--- src/rtl/tmr_adder_tree.sv ---
// rtl/tmr_adder_tree.sv - triple-redundant sign-magnitude adder tree with bitwise majority voter
// Optional fault-injection ports and logic are enabled by defining TMR_FAULT_INJECT_EN.

module tmr_adder_replica #(
  parameter int N_OPERANDS = 8,
  parameter int WIDTH      = 16
) (
  input  logic [N_OPERANDS*WIDTH-1:0] operand,
  output logic [WIDTH-1:0]            sum
);
  localparam int LEVELS = $clog2(N_OPERANDS);
  localparam int PAD    = 1 << LEVELS;
  localparam int SW     = WIDTH + LEVELS;
  localparam logic [SW-1:0] MAXV = {{(LEVELS + 1){1'b0}}, {(WIDTH - 1){1'b1}}};

  // Heap-ordered tree: node 1 is the root, leaves sit at PAD..2*PAD-1.
  logic signed [SW-1:0] w_node [1:2*PAD-1];
  logic signed [SW-1:0] w_root;
  logic                 w_neg;
  logic        [SW-1:0] w_abs;

  genvar g;
  generate
    for (g = 0; g < PAD; g++) begin : g_leaf
      if (g < N_OPERANDS) begin : g_op
        logic signed [SW-1:0] w_mag;
        assign w_mag = {{(LEVELS + 1){1'b0}}, operand[g*WIDTH +: WIDTH-1]};
        assign w_node[PAD+g] = operand[g*WIDTH+WIDTH-1] ? -w_mag : w_mag;
      end else begin : g_pad
        assign w_node[PAD+g] = '0;
      end
    end
    for (g = 1; g < PAD; g++) begin : g_add
      assign w_node[g] = w_node[2*g] + w_node[2*g+1];
    end
  endgenerate

  assign w_root = w_node[1];
  assign w_neg  = w_root[SW-1];
  assign w_abs  = w_neg ? -w_root : w_root;

  // A negative root never has zero magnitude, so zero always comes out as +0.
  always_comb begin
    sum = '0;
    if (w_abs > MAXV) begin
      sum = {w_neg, {(WIDTH - 1){1'b1}}};
    end else begin
      sum = {w_neg, w_abs[WIDTH-2:0]};
    end
  end
endmodule

module tmr_adder_tree #(
  parameter int N_OPERANDS = 8,
  parameter int WIDTH      = 16,
  parameter int INT_BITS   = 6,
  parameter int FRAC_BITS  = 10
) (
  input  logic                        clk,
  input  logic                        rst_n,
  input  logic [N_OPERANDS*WIDTH-1:0] operand,
`ifdef TMR_FAULT_INJECT_EN
  input  logic [1:0]                  fault_sel,
  input  logic [WIDTH-1:0]            fault_mask,
`endif
  output logic                        invalid,
  output logic [WIDTH-1:0]            r
);
  generate
    if (INT_BITS + FRAC_BITS != WIDTH) begin : g_bad_format
      $error("tmr_adder_tree: INT_BITS + FRAC_BITS must equal WIDTH");
    end
    if (N_OPERANDS < 2) begin : g_bad_count
      $error("tmr_adder_tree: N_OPERANDS must be at least 2");
    end
  endgenerate

  (* keep = "true", dont_touch = "true" *) logic [WIDTH-1:0] w_rep [0:2];
  logic [WIDTH-1:0] w_s [0:2];
  logic [WIDTH-1:0] w_vote;
  logic             w_disagree;
  logic [WIDTH-1:0] r_sum;
  logic             r_invalid;

  genvar k;
  generate
    for (k = 0; k < 3; k++) begin : g_rep
      tmr_adder_replica #(
        .N_OPERANDS (N_OPERANDS),
        .WIDTH      (WIDTH)
      ) u_replica (
        .operand (operand),
        .sum     (w_rep[k])
      );
`ifdef TMR_FAULT_INJECT_EN
      assign w_s[k] = w_rep[k] ^ ((fault_sel == 2'(k + 1)) ? fault_mask : '0);
`else
      assign w_s[k] = w_rep[k];
`endif
    end
  endgenerate

  assign w_vote     = (w_s[0] & w_s[1]) | (w_s[1] & w_s[2]) | (w_s[0] & w_s[2]);
  assign w_disagree = (w_s[0] != w_s[1]) | (w_s[1] != w_s[2]) | (w_s[0] != w_s[2]);

  always_ff @(posedge clk or negedge rst_n) begin
    if (!rst_n) begin
      r_sum     <= '0;
      r_invalid <= 1'b0;
    end else begin
      r_sum     <= w_vote;
      r_invalid <= w_disagree;
    end
  end

  assign r       = r_sum;
  assign invalid = r_invalid;
endmodule

--- config.mk ---
export PLATFORM = sky130hd
export DESIGN_NAME = tmr_adder_tree
export DESIGN_NICKNAME = d
export VERILOG_FILES = /design/src/rtl/tmr_adder_tree.sv
export SDC_FILE = /design/constraint.sdc
export NUM_CORES = 1
export LEC_CHECK = 0
export ABC_AREA = 1
export BUFFER_PORTS_ARGS = -buffer_cell sky130_fd_sc_hd__buf_2
export CORE_ASPECT_RATIO = 1.1
export CORE_MARGIN = 2
export CORE_UTILIZATION = 58
export CTS_CLUSTER_SIZE = 16
export DETAILED_ROUTE_END_ITERATION = 10
export PLACE_DENSITY = 0.83
export SKIP_CTS_REPAIR_TIMING = 1
export SLEW_MARGIN = 20
export SYNTH_ARGS = -nofsm -noshare
export SYNTH_HDL_FRONTEND = slang
export SYNTH_SLANG_ARGS = --single-unit
--- constraint.sdc ---
create_clock -name clk -period 1.35 [get_ports clk]
set_clock_uncertainty 0.2 [all_clocks]
set_input_delay 0.27 -clock clk [delete_from_list [all_inputs] [get_ports clk]]
set_output_delay 0.27 -clock clk [all_outputs]
set_load 0.005 [all_outputs]
==> flow_summary.ini <==
[run_status]
status = complete, but fails checks
violations = design-rule violations, negative setup slack

[routing]
routed_wl_um = 35400
vias = 9951
first_pass_iters = 11
dr_wl_met3_um = 4530
top_layer = met4
viasPerCell = 5.99
wl_met2_um = 16000
wl_per_cell_um = 21.3
wl_met1_um = 10600
dr.first_iter.drc_count = 1331
antenna_left = 0
drc = 2

[placement]
hpwl_um = 22400
io_buffers = 145
post-place-cells = 1639
dp_slack_ns = -4.72
gp_congestion = 0.993

[clock_tree]
htreeDepth = 1
cts_max_path_buffers = 2
cts_root_buf = clkbuf_16
cts_made_buffers = 3
cts_tree = done
cts.clk_slew.worst_paths_ns = 0.06
cts_sinks = 16

[critical_path]
cp-start-kind = input pin
crit_slowest_cell = fa_1
cp.required_ns = 1.28
arrival_ns = 6.11
cp_max_fo = 3
max_stage_delay_ns = 0.72
crit_top_cell = nand2_1
end_kind = flip-flop
critPathKind = in2reg

[sta]
slew_headroom_pct = 58.5
fin_setup_tns_ns = -75.05
whs_ns = 0.275
setup_viol = 16
period_share_pct = 458
layout_setup_ws_ns = -4.83
report.final.slew_viol_count = 0
tightest_slew_ns = 0.621
hold_viol_final = 0
max_freq_mhz = 162
rsz0062_at_grt = yes
min_period_ns = 6.18

[finish]
fillers = 622
final_layout_size_suffix_gt1_share_pct = 41.9
final_nets = 1763
multi_input_area_mm2 = 0.00696
layout_common_cells = buf_4 (276), inv_1 (215), nand2_1 (156)
register_area_um2 = 400
area_growth_pct = 50.6
final_cells = 1661
final_common_cell = buf_4
largest_reg_flops = 16

[global_route]
grt_pass1_vias = 9224
track_usage_pct = 37.0
overflow = 0
grt_pass1_wl_um = 41800
grt_max_degree = 17
antenna_found_initial = 4

[floorplan]
die_w_um = 114
start_util_pct = 58.7
core-area_mm2 = 0.0130
num_rows = 44
die_h_um = 125
ioPinCount = 147
die-area_mm2 = 0.0141

[synth]
syn_area_per_cell_um2 = 7.10
postSynthCellCount = 1079
ys_warn_count = 0
syn_nets = 1342
synth_area_mm2 = 0.00766

[min_path]
worst_hold_path_type = in2async

[job]
drv_cap = 0
worst max-delay path, delay by kind of cell:
family	cells	cell delay (ns)
xor+xnor	2	0.33
buf+inv	9	1.11
fa+ha+maj	5	2.79
simple gates	13	1.60
layout make-up:
type                       instances  area share, %
timing repair buffer             429           25.7
sequential                        16           3.47
inverter                         242           8.04
tap                              161           1.75
clock buffer                       3          0.651
multi-input combinational        808           60.3
antenna                            2         0.0434
per-layer routing:
metal | vias to the layer above | track usage (%)
li1 | 4134 | -
met1 | 4522 | 40.8
met3 | 402 | 2.77
met5 | - | 0
met2 | 893 | 69.7
met4 | 0 | 19.4
worst paths after layout:
kind | startpoint | endpoint | cells after the start
max | operand[48] | r[13] | 29
min | rst_n | r[4] | 2
max in group asynchronous | rst_n | r[1] | 2
min in group clk | operand[0] | r[0] | 7
stage by stage:
step                      instance area (um^2)  util, %
after floorplan                           7890        -
after global placement                   10800     82.5
after detailed placement                 10800     82.5
after CTS                                10800     83.0
after global routing                     11500     88.4
final                                    11500     88.4
Power is not shown: default switching activity piles up to over one toggle a cycle in this logic, so the estimate is an artifact.
